--- config.mk ---
export PLATFORM = sky130hd
export DESIGN_NAME = div_booth_companion
export DESIGN_NICKNAME = d
export VERILOG_FILES = /design/src/rtl/div_booth_companion_pkg.sv /design/src/rtl/div_booth_companion_div_step.sv /design/src/rtl/div_booth_companion.sv
export SDC_FILE = /design/constraint.sdc
export NUM_CORES = 1
export LEC_CHECK = 0
export CAP_MARGIN = 15
export CORE_ASPECT_RATIO = 0.7
export CORE_MARGIN = 4
export CORE_UTILIZATION = 40
export DETAILED_ROUTE_END_ITERATION = 6
export RECOVER_POWER = 100
export SLEW_MARGIN = 20
export SYNTH_ARGS = -nofsm -noshare
export SYNTH_HDL_FRONTEND = slang
export SYNTH_HIERARCHICAL = 1
export SYNTH_SLANG_ARGS = --single-unit
--- constraint.sdc ---
create_clock -name clk -period 5.2 [get_ports clk]
set_clock_uncertainty 0.2 [all_clocks]
set_input_delay 1.56 -clock clk [delete_from_list [all_inputs] [get_ports clk]]
set_output_delay 1.56 -clock clk [all_outputs]
set_load 0.01 [all_outputs]
--- src/rtl/div_booth_companion_pkg.sv ---
// Shared constants, state encoding and two's-complement helpers for the sequential divider.
package div_booth_companion_pkg;

    localparam int unsigned DIV_WIDTH = 32;
    localparam int unsigned DIV_CNT_W = 6;

    typedef enum logic [1:0] {
        StIdle = 2'd0,
        StRun  = 2'd1,
        StFix  = 2'd2,
        StDone = 2'd3
    } div_state_e;

    function automatic logic [DIV_WIDTH-1:0] negate(input logic [DIV_WIDTH-1:0] x);
        return ~x + {{(DIV_WIDTH-1){1'b0}}, 1'b1};
    endfunction

    // The most negative value maps to itself, which is the correct magnitude read as unsigned.
    function automatic logic [DIV_WIDTH-1:0] magnitude(input logic [DIV_WIDTH-1:0] x);
        return x[DIV_WIDTH-1] ? negate(x) : x;
    endfunction

endpackage

--- src/rtl/div_booth_companion_div_step.sv ---
// One restoring-division iteration: shift {R,Q} left, trial-subtract D, keep or restore.
module div_booth_companion_div_step #(
    parameter int unsigned WIDTH = 32
) (
    input  logic [WIDTH-1:0] r_i,
    input  logic [WIDTH-1:0] q_i,
    input  logic [WIDTH-1:0] d_i,
    output logic [WIDTH-1:0] r_o,
    output logic [WIDTH-1:0] q_o
);

    logic [WIDTH:0] r_sh;
    logic [WIDTH:0] trial;

    always_comb begin
        r_sh  = {r_i, q_i[WIDTH-1]};
        trial = r_sh - {1'b0, d_i};
        // R < D <= 2^(WIDTH-1), so the top bit of the shifted R is zero and trial[WIDTH] is a sign.
        if (!trial[WIDTH]) begin
            r_o = trial[WIDTH-1:0];
            q_o = {q_i[WIDTH-2:0], 1'b1};
        end else begin
            r_o = r_sh[WIDTH-1:0];
            q_o = {q_i[WIDTH-2:0], 1'b0};
        end
    end

endmodule

--- src/rtl/div_booth_companion.sv ---
// Sequential signed divider: magnitudes through restoring division, then sign fix-up.
// Lo receives the quotient and Hi the remainder, as for MIPS DIV.
module div_booth_companion
    import div_booth_companion_pkg::*;
#(
    parameter int unsigned WIDTH = DIV_WIDTH,
    parameter int unsigned CNT_W = DIV_CNT_W
) (
    input  logic             clk,
    input  logic             reset,
    input  logic             resetlocal,
    input  logic [WIDTH-1:0] A,
    input  logic [WIDTH-1:0] B,
    output logic [WIDTH-1:0] Hi,
    output logic [WIDTH-1:0] Lo,
    output logic             done,
    output logic             busy,
    output logic             div0
);

    div_state_e       state_q, state_d;
    logic [CNT_W-1:0] cnt_q, cnt_d;
    logic [WIDTH-1:0] r_q, r_d, q_q, q_d, d_q, d_d;
    logic [WIDTH-1:0] hi_q, hi_d, lo_q, lo_d;
    logic             sgn_q_q, sgn_q_d, sgn_r_q, sgn_r_d;
    logic             done_q, done_d, busy_q, busy_d, div0_q, div0_d;
    logic             dz_q, dz_d;
    logic [WIDTH-1:0] step_r, step_q;

    div_booth_companion_div_step #(
        .WIDTH(WIDTH)
    ) u_step (
        .r_i(r_q),
        .q_i(q_q),
        .d_i(d_q),
        .r_o(step_r),
        .q_o(step_q)
    );

    always_comb begin
        state_d = state_q;
        cnt_d   = cnt_q;
        r_d     = r_q;
        q_d     = q_q;
        d_d     = d_q;
        hi_d    = hi_q;
        lo_d    = lo_q;
        sgn_q_d = sgn_q_q;
        sgn_r_d = sgn_r_q;
        done_d  = done_q;
        busy_d  = busy_q;
        div0_d  = div0_q;
        dz_d    = dz_q;
        if (resetlocal) begin
            q_d     = magnitude(A);
            d_d     = magnitude(B);
            sgn_q_d = A[WIDTH-1] ^ B[WIDTH-1];
            sgn_r_d = A[WIDTH-1];
            r_d     = '0;
            cnt_d   = CNT_W'(WIDTH);
            hi_d    = '0;
            lo_d    = '0;
            done_d  = 1'b0;
            div0_d  = 1'b0;
            // Zero divisor skips the iterations; the flag is raised one edge later from StDone.
            if (B == '0) begin
                state_d = StDone;
                busy_d  = 1'b0;
                dz_d    = 1'b1;
            end else begin
                state_d = StRun;
                busy_d  = 1'b1;
                dz_d    = 1'b0;
            end
        end else begin
            case (state_q)
                StIdle: ;
                StRun: begin
                    r_d   = step_r;
                    q_d   = step_q;
                    cnt_d = cnt_q - CNT_W'(1);
                    if (cnt_d == '0) begin
                        state_d = StFix;
                    end
                end
                StFix: begin
                    lo_d    = sgn_q_q ? negate(q_q) : q_q;
                    hi_d    = sgn_r_q ? negate(r_q) : r_q;
                    done_d  = 1'b1;
                    busy_d  = 1'b0;
                    state_d = StDone;
                end
                StDone: begin
                    if (dz_q) begin
                        done_d = 1'b1;
                        div0_d = 1'b1;
                        dz_d   = 1'b0;
                    end
                end
                default: state_d = StIdle;
            endcase
        end
    end

    always_ff @(posedge clk or negedge reset) begin
        if (!reset) begin
            state_q <= StIdle;
            cnt_q   <= '0;
            r_q     <= '0;
            q_q     <= '0;
            d_q     <= '0;
            hi_q    <= '0;
            lo_q    <= '0;
            sgn_q_q <= 1'b0;
            sgn_r_q <= 1'b0;
            done_q  <= 1'b0;
            busy_q  <= 1'b0;
            div0_q  <= 1'b0;
            dz_q    <= 1'b0;
        end else begin
            state_q <= state_d;
            cnt_q   <= cnt_d;
            r_q     <= r_d;
            q_q     <= q_d;
            d_q     <= d_d;
            hi_q    <= hi_d;
            lo_q    <= lo_d;
            sgn_q_q <= sgn_q_d;
            sgn_r_q <= sgn_r_d;
            done_q  <= done_d;
            busy_q  <= busy_d;
            div0_q  <= div0_d;
            dz_q    <= dz_d;
        end
    end

    assign Hi   = hi_q;
    assign Lo   = lo_q;
    assign done = done_q;
    assign busy = busy_q;
    assign div0 = div0_q;

endmodule

==> flow_summary.json, run 1 <==
{
  "drv_slew": 224,
  "start_util_pct": 40.5,
  "synthArstFlopShare_pct": 100,
  "cp_top_family": "buffers and inverters",
  "worstHoldPathCells": 2,
  "cp-end-kind": "flip-flop",
  "synth_seq_cells": 174,
  "gr-usage-all-layers_pct": 21.0,
  "synth_flop_cell": "dfrtp_1",
  "drcViolationCount": 0,
  "io_buffer_count": 133,
  "muxShareOfSynthArea_pct": 4.16,
  "fmaxAchievable_mhz": 230,
  "final_nets": 1566,
  "syn_area_um2": 12100,
  "worst-path-max-fanout": 112,
  "hpwl_mm": 25.5,
  "final_cell_mix": "dfrtp_1 (174), nand2_1 (165), a21oi_1 (121)",
  "synth-adder-area-share_pct": 4.08,
  "ir_worst_vdd_v": 0.000261,
  "clock-sinks": 174,
  "htreeDepth": 4,
  "antenna_found_initial": 1,
  "final_common_cell": "dfrtp_1",
  "cp_data_arrival_time_ns": 4.37,
  "synth_top_family_by_area": "compound AO/OA/AOI/OAI gates",
  "syn_nets": 1510,
  "synthSimpleGateAreaFrac_pct": 18.4,
  "routedWlPerCell_um": 18.5,
  "cts_hold_buffers": 0,
  "die_h_um": 154,
  "drive_gt1_share_pct": 4.82,
  "ant_nets": 0,
  "cp_slowest_stage_delay_ns": 1.58,
  "syn2layout_area_growth_pct": 15.3,
  "yosysTopAreaCell": "dfrtp_1",
  "syn_inst": 1404,
  "hold_path.class": "flip-flop to flip-flop",
  "violations": "capacitance limit, slew limit",
  "setup_violations": 0,
  "clock_path_buffers": 2,
  "synth_xor_area_share_pct": 10.2,
  "synth_warnings": 6,
  "synth_cell_types": 78,
  "syn_avg_cell_area_um2": 8.65,
  "critPathRequiredTime_ns": 5.22,
  "min_to": "Lo[30]",
  "slowest_stage": "clkbuf_2",
  "path_buf_inv": 2,
  "clock_latency_ns": 0.45,
  "synth_compound_area_share_pct": 20.6,
  "utilization_pct": 46.7,
  "n_antenna_cell": 0,
  "gr-total-overflow": 0,
  "drtPass1Iterations": 6,
  "row_count": 53,
  "die-area_um2": 33200,
  "drtIter0Drc": 854,
  "vias": 10500,
  "synth_edf_count": 0,
  "critPathKind": "primary input to flip-flop",
  "rsz0062_at_grt": "no",
  "r2r-end": "r_q[27]",
  "boundaryPins": 134,
  "maxCapViolCount": 3,
  "rr_worst_depth": 15,
  "die_w_um": 216,
  "place_congestion": 0.832,
  "min_from": "Lo[30]",
  "min_period_over_period_pct": 83.6,
  "vias_per_cell": 5.58,
  "tns_ns": 0,
  "finalCriticalPeriod_ns": 4.35,
  "max-slew-margin-rel_pct": -58.3,
  "grt_first_pass_wirelength_mm": 56.5,
  "grt_max_degree": 113,
  "cts_buffers": 17,
  "crit_path_start_kind": "primary input",
  "status": "finished, violations left",
  "cts.root.buffer_cell": "clkbuf_16",
  "r2r_start": "q_q[31]",
  "cts_setup_buffers": 0,
  "cts-resized-gates": 0,
  "core_area_um2": 30000,
  "critical_path_depth": 4,
  "tritoncts": "built",
  "yosysSeqAreaShare_pct": 35.9,
  "grt_pass1_vias": 10100,
  "cpMostUsedCell": "clkbuf_2",
  "clkTransAtPathRegs_ns": 0.07,
  "yosysTopAreaCellShare_pct": 35.9,
  "p_per_area_nw_per_um2": 432,
  "hold_viol": 0,
  "crit_chain": "clkbuf_2 > nand2b_1 > clkbuf_2 > o22ai_1",
  "p_leak_nw": 6.19,
  "max_slew.worst_pin.slew_ns": 2.37,
  "synthTopCellsByArea": "dfrtp_1 (36%), xor2_1 (8.6%), nand2_1 (5.1%), a21oi_1 (4.9%), ha_1 (3.9%)",
  "worst-r2r-setup-slack_ns": 0.90,
  "wl_mm": 34.9
}
==> synth_stat cells, types with 3 or more instances <==
cell and n:
or2_2 5, clkbuf_1 58, and2_1 22, inv_1 49, nor2_1 95, buf_4 34
or3_1 21, nand2_1 165, o2111ai_1 4, a22oi_1 5, or4_1 10, a21oi_1 120
dfrtp_1 174, nand2b_1 13, o41ai_1 30, nor3_1 28, nand3_1 32, mux2_2 6
nor4_1 17, mux2i_1 13, mux2_4 19, ha_1 38, o21bai_1 4, buf_6 3
nor2b_1 8, a31oi_1 9, buf_1 8, buf_12 3, xor2_1 119, o21ai_0 80
a211oi_1 51, nand4_1 13, nor3b_1 5, nand3b_1 7, xnor2_1 22, o31ai_1 37
and3_1 6, o22ai_1 3, o21a_1 7, a21o_1 17
==> per-layer routing <==
metal | GRT usage (%) | up-vias | part of all wire (%)
met4 | 4.08 | 0 | 1.2
met3 | 4.41 | 25 | 5.2
li1 | - | 5124 | -
met5 | 0 | - | 0
met2 | 30.3 | 267 | 42
met1 | 32.5 | 5098 | 51
==> report_power, final <==
group	switching, W	leakage, nW	total [W]	internal (W)
Combinational	0.00167	3.66	0.00280	0.00113
Sequential	0.000350	2.23	0.00187	0.00153
Clock	0.000599	0.293	0.00137	0.000766
Total	0.00262	6.19	0.00604	0.00342
==> cell families (layout without fill, tap and decap cells) <==
logic type,after synthesis,after routing
compound gates,391,391
flops,174,174
fa+ha+maj,39,39
xor+xnor,141,141
buf+inv,158,227
simple gates,462,462
mux,39,39
==> cell type report <==
type / instances / area, µm²
Multi-Input combinational cell: 1072 / 6900
Fill cell: 2985 / 16000
Sequential cell: 174 / 4350
Tap cell: 412 / 515
Clock buffer: 18 / 429
Clock inverter: 14 / 180
Timing Repair Buffer: 145 / 1420
Inverter: 50 / 195
==> stage by stage <==
step                hold slack (ns)  area [µm²]  setup WS, ns  total power, W  instances
floorplan                     0.285       12100          1.60         0.00421       1404
global placement              0.263       13500          1.08         0.00476       1853
detailed placement            0.270       13500          1.02         0.00480       1853
CTS                           0.286       14100          1.07         0.00620       1885
global route                  0.303       14000         0.559         0.00647       1885
finish                        0.276       14000         0.852         0.00604       1885
==> state kept, by name (all words and copies together) (netlist names) <==
signal / flops
Hi: 32
Lo: 32
d_q: 32
q_q: 32
r_q: 32
cnt_q: 6
state_q: 2
busy: 1
div0: 1
done: 1
dz_q: 1
sgn_q_q: 1
sgn_r_q: 1
==> worst reg2reg max path, cell delays in order (launching register included) <==
cell       delay [ns]
dfrtp_1          0.47
inv_1            0.09
ha_1             0.20
fa_1             0.22
and2b_1          0.20
o2111ai_1        0.26
a21oi_1          0.17
o2111ai_1        0.38
a211oi_1         0.13
nor2_1           0.42
mux2i_4          0.51
and2_4           0.33
inv_8            0.12
mux2_1           0.34
nand2_1          0.06
a21oi_1          0.07
==> how the worst max path moves through the flow <==
stage                     startpoint       to  slack [ns]
after floorplan              q_q[31]  r_q[10]        1.60
after global placement          B[0]     busy        1.08
after detailed placement        B[0]     busy        1.02
after CTS                    q_q[31]  r_q[25]        1.07
after global routing      resetlocal   Hi[20]        0.56
final                     resetlocal   Lo[31]        0.85
No activity file was read; power rests on OpenSTA's default activity.
==> run 2, diff against run 1 <==
- clock period: 5.2 -> 4.4 ns (I/O delays scaled with it)
==> flow_summary.json, run 2 (synthesis results as in run 1) <==
{
  "status": "finished, violations left",
  "violations": "capacitance limit, slew limit",
  "crit_path_start_kind": "flip-flop",
  "grt_first_pass_wirelength_mm": 56.5,
  "final.fill_count": 2943,
  "cts-resized-gates": 0,
  "hpwl_mm": 25.7,
  "drive_gt1_share_pct": 4.87,
  "finalCriticalPeriod_ns": 4.04,
  "vias_per_cell": 5.61,
  "die-area_um2": 33200,
  "stdcell_area_um2": 14100,
  "setup_violations": 0,
  "place_area_um2": 13500,
  "final_nets": 1570,
  "hold_path.class": "flip-flop to flip-flop",
  "maxCapViolCount": 4,
  "worst-path-max-fanout": 24,
  "tritoncts": "built",
  "clkTransAtPathRegs_ns": 0.07,
  "die_h_um": 154,
  "tns_ns": 0,
  "drv_slew": 163,
  "vias": 10600,
  "fmaxAchievable_mhz": 247,
  "syn2layout_area_growth_pct": 15.9,
  "io_buffer_count": 133,
  "cts_buffers": 17,
  "max_slew.worst_pin.slew_ns": 2.42,
  "row_count": 53,
  "utilization_pct": 47.0,
  "critPathKind": "flip-flop to flip-flop",
  "core_area_um2": 30000,
  "antenna_found_initial": 0,
  "n_antenna_cell": 0,
  "cts_hold_buffers": 0,
  "cp-end-kind": "flip-flop",
  "hold_viol": 0,
  "max-slew-margin-rel_pct": -61.6,
  "place_congestion": 0.898,
  "drcViolationCount": 0,
  "final_common_cell": "dfrtp_1",
  "grt_max_degree": 115,
  "cp_data_arrival_time_ns": 4.14,
  "rsz0062_at_grt": "no",
  "total_power_w": 0.00729,
  "ant_nets": 0,
  "rr_worst_depth": 15,
  "gr-total-overflow": 0,
  "critPathRequiredTime_ns": 4.50,
  "clock-sinks": 174,
  "drtPass1Iterations": 5,
  "cts.root.buffer_cell": "clkbuf_16",
  "wl_mm": 35.3,
  "min_period_over_period_pct": 91.8,
  "boundaryPins": 134,
  "die_w_um": 216,
  "clock_latency_ns": 0.44,
  "ir_worst_vdd_v": 0.000330,
  "drtIter0Drc": 978,
  "clock_path_buffers": 2,
  "htreeDepth": 4,
  "final_cell_mix": "dfrtp_1 (174), nand2_1 (165), a21oi_1 (120)",
  "p_per_area_nw_per_um2": 518,
  "routedWlPerCell_um": 18.7,
  "worstHoldPathCells": 2,
  "gr-usage-all-layers_pct": 21.0,
  "start_util_pct": 40.5,
  "cts_setup_buffers": 0,
  "grt_pass1_vias": 10000,
  "p_leak_nw": 6.22
}
## run 2: cell types whose count changed in the layout (fill, tap and decap cells not counted), moves of 3 or more
cell | previous run | this run
clkbuf_1 | 2 | 5
dlygate4sd3_1 | 68 | 73
inv_6 | 6 | 3
clkdlybuf4s50_1 | 63 | 58
## run 2: report_power, final
part           leakage, nW  switching, W  total, W  internal (W)
Sequential            2.23      0.000404   0.00221       0.00180
Clock                0.319      0.000695   0.00172       0.00102
Combinational         3.67       0.00202   0.00336       0.00135
## run 2: critical path, cell delays in order, from the launching register on
cell and delay (ns):
dfrtp_1 0.44, inv_1 0.07, ha_1 0.23, fa_1 0.40, and2b_1 0.25, o2111ai_2 0.13
a21oi_2 0.21, o2111ai_1 0.24, a211oi_2 0.38, nor2_4 0.10, mux2i_4 0.33, and2_4 0.30
inv_8 0.11, mux2_1 0.33, nand2_1 0.07, a21oi_1 0.09
## run 2: routing by layer
layer  up-vias  share of wire (%)  track usage [%]
li1       5122                  -                -
met1      5114                 51             32.9
met2       331                 42             30.0
met3        35                5.8             3.32
met4         0                1.7             5.45
met5         -                  0                0
## run 2: final timing paths
check | startpoint | end | slack (ns)
min in group asynchronous | reset | d_q[26] | 1.10
worst min register to register | Hi[19] | Hi[19] | 0.27
worst max register to register | q_q[31] | r_q[25] | 0.36
max in group asynchronous | reset | sgn_r_q | 0.94
worst min-delay path | Hi[19] | Hi[19] | 0.27
worst max-delay path | q_q[31] | r_q[25] | 0.36
## run 2: stage by stage
step           instances  worst slack, ns  hold slack, ns
3_5_place_dp        1857            0.448           0.270
4_1_cts             1889            0.407           0.285
5_1_grt             1889           0.0611           0.299
2_1_floorplan       1404            0.799           0.285
3_3_place_gp        1857            0.489           0.263
6_report            1889            0.360           0.271
## run 2: cell type report
| type | count | area (µm²) | share of cell area [%] |
|---|---|---|---|
| Tap cell | 412 | 515 | 3.66 |
| Clock buffer | 18 | 429 | 3.05 |
| Multi-Input combinational cell | 1072 | 6900 | 49.0 |
| Timing Repair Buffer | 149 | 1450 | 10.3 |
| Inverter | 50 | 195 | 1.39 |
| Clock inverter | 14 | 229 | 1.63 |
| Sequential cell | 174 | 4350 | 30.9 |
==> run 3, diff against run 2 <==
- CORE_MARGIN: 4 -> unset
==> flow_summary.json, run 3 (synthesis results as in run 1) <==
{
  "cts.root.buffer_cell": "clkbuf_16",
  "final_common_cell": "dfrtp_1",
  "cts_buffers": 17,
  "internal_power_w": 0.00407,
  "die_w_um": 210,
  "cp_data_arrival_time_ns": 4.06,
  "cts-resized-gates": 0,
  "max-slew-margin-rel_pct": -53.8,
  "clock_latency_ns": 0.45,
  "start_util_pct": 41.4,
  "hold_viol": 0,
  "drv_slew": 166,
  "p_per_area_nw_per_um2": 510,
  "cts_setup_buffers": 0,
  "p_leak_nw": 6.22,
  "die-area_um2": 31100,
  "drive_gt1_share_pct": 5.53,
  "worst-path-max-fanout": 103,
  "row_count": 52,
  "clock_path_buffers": 2,
  "clkTransAtPathRegs_ns": 0.07,
  "hold_path.class": "flip-flop to flip-flop",
  "fmaxAchievable_mhz": 254,
  "crit_chain": "clkbuf_2 > nor2_2 > clkbuf_2 > a22oi_1 > nand3_1",
  "cpMostUsedCell": "clkbuf_2",
  "htreeDepth": 4,
  "crit_path_start_kind": "primary input",
  "comb_power_share_pct": 47.0,
  "path_buf_inv": 2,
  "drtIter0Drc": 1011,
  "status": "finished, violations left",
  "p_switching_w": 0.00310,
  "max_slew.worst_pin.slew_ns": 2.31,
  "io_buffer_count": 133,
  "boundaryPins": 134,
  "final.fill_count": 2887,
  "antenna_found_initial": 0,
  "n_antenna_cell": 0,
  "cp-end-kind": "flip-flop",
  "syn2layout_area_growth_pct": 15.7,
  "cts_hold_buffers": 0,
  "setup_violations": 0,
  "die_h_um": 148,
  "rsz0062_at_grt": "no",
  "critPathKind": "primary input to flip-flop",
  "gr-total-overflow": 0,
  "ir_worst_vdd_v": 0.000312,
  "power.share.clock_pct": 21.9,
  "vias_per_cell": 5.62,
  "grt_first_pass_wirelength_mm": 54.6,
  "drcViolationCount": 0,
  "maxCapViolCount": 2,
  "cp_top_family": "buffers and inverters",
  "tritoncts": "built",
  "finalCriticalPeriod_ns": 3.94,
  "grt_pass1_vias": 9448,
  "p_seq_share_pct": 31.1,
  "violations": "capacitance limit, slew limit",
  "critPathRequiredTime_ns": 4.52,
  "holdWs_ns": 0.275,
  "hpwl_mm": 25.7,
  "ant_nets": 0,
  "core_area_um2": 29300,
  "vias": 10600,
  "p_sw_share_pct": 43.2,
  "clock-sinks": 174,
  "tns_ns": 0,
  "place_congestion": 0.922,
  "min_period_over_period_pct": 89.6,
  "drtPass1Iterations": 5,
  "slowest_stage": "clkbuf_2",
  "final_cell_mix": "dfrtp_1 (174), nand2_1 (165), a21oi_1 (122)",
  "grt_max_degree": 109,
  "cp_slowest_stage_delay_ns": 1.57,
  "wl_mm": 34.8,
  "gr-usage-all-layers_pct": 22.6,
  "final_nets": 1577,
  "routedWlPerCell_um": 18.4
}
run 3: changes by cell type in the layout (fill, tap and decap cells not counted), sizes merged, moves of 2 or more:
| cell | previous run | this run |
|---|---|---|
| clkdlybuf4s50 | 58 | 63 |
| buf | 9 | 16 |
| clkinvlp | 1 | 3 |
| bufinv | 5 | 2 |
| dlygate4sd3 | 73 | 68 |
run 3: cell type report:
class                      instances  area (µm²)  share of cell area (%)
multi-input combinational       1072        6910                    49.2
sequential                       174        4350                    31.0
timing repair buffer             156        1480                    10.6
tap                              405         507                    3.61
clock buffer                      19         443                    3.15
inverter                          50         195                    1.39
clock inverter                    13         155                    1.10
run 3: worst reg2reg max path, cell delays in order (launching register included):
cell and delay (ns):
dfrtp_1 0.51, ha_1 0.44, and3_2 0.24, and3_1 0.19
a221o_1 0.28, a21oi_1 0.20, a211oi_2 0.10, nor2_1 0.39
mux2i_4 0.30, and2_4 0.26, inv_8 0.11, mux2_1 0.35
nand2_1 0.07, a21oi_1 0.06
run 3: metal layers:
| metal | wire length, µm | vias up | track usage [%] |
|---|---|---|---|
| li1 | - | 5152 | - |
| met1 | 19200 | 5050 | 38.8 |
| met2 | 12200 | 389 | 26.7 |
| met3 | 2950 | 25 | 5.40 |
| met4 | 318 | 0 | 4.53 |
| met5 | 0 | - | 0 |
run 3: power groups by stage:
stage / Sequential [W] / Combinational (W) / Clock, W
global placement: 0.00223 / 0.00342 / 0
detailed placement: 0.00224 / 0.00346 / 0
global route: 0.00225 / 0.00372 / 0.00166
finish: 0.00223 / 0.00337 / 0.00157
CTS: 0.00221 / 0.00348 / 0.00161
floorplan: 0.00207 / 0.00291 / 0
run 3: worst paths after layout:
kind,start,end,slack (ns),depth (start not counted)
setup / recovery,resetlocal,Hi[30],0.46,5
hold / removal,Lo[25],Lo[25],0.27,2
hold reg to reg,Lo[25],Lo[25],0.27,2
min in group asynchronous,reset,d_q[29],1.08,1
setup reg to reg,r_q[16],r_q[24],0.47,13
max in group asynchronous,reset,Lo[27],0.85,2
run 3: per-stage QoR:
stage               instances  instance area (µm²)  total power [W]  util [%]  setup slack, ns
floorplan                1404                12100          0.00498         -            0.799
finish                   1889                14000          0.00716      47.9            0.459
CTS                      1889                14200          0.00729      48.4            0.583
global placement         1857                13600          0.00564      46.3            0.585
detailed placement       1857                13600          0.00569      46.3            0.518
global route             1889                14000          0.00764      47.9            0.259
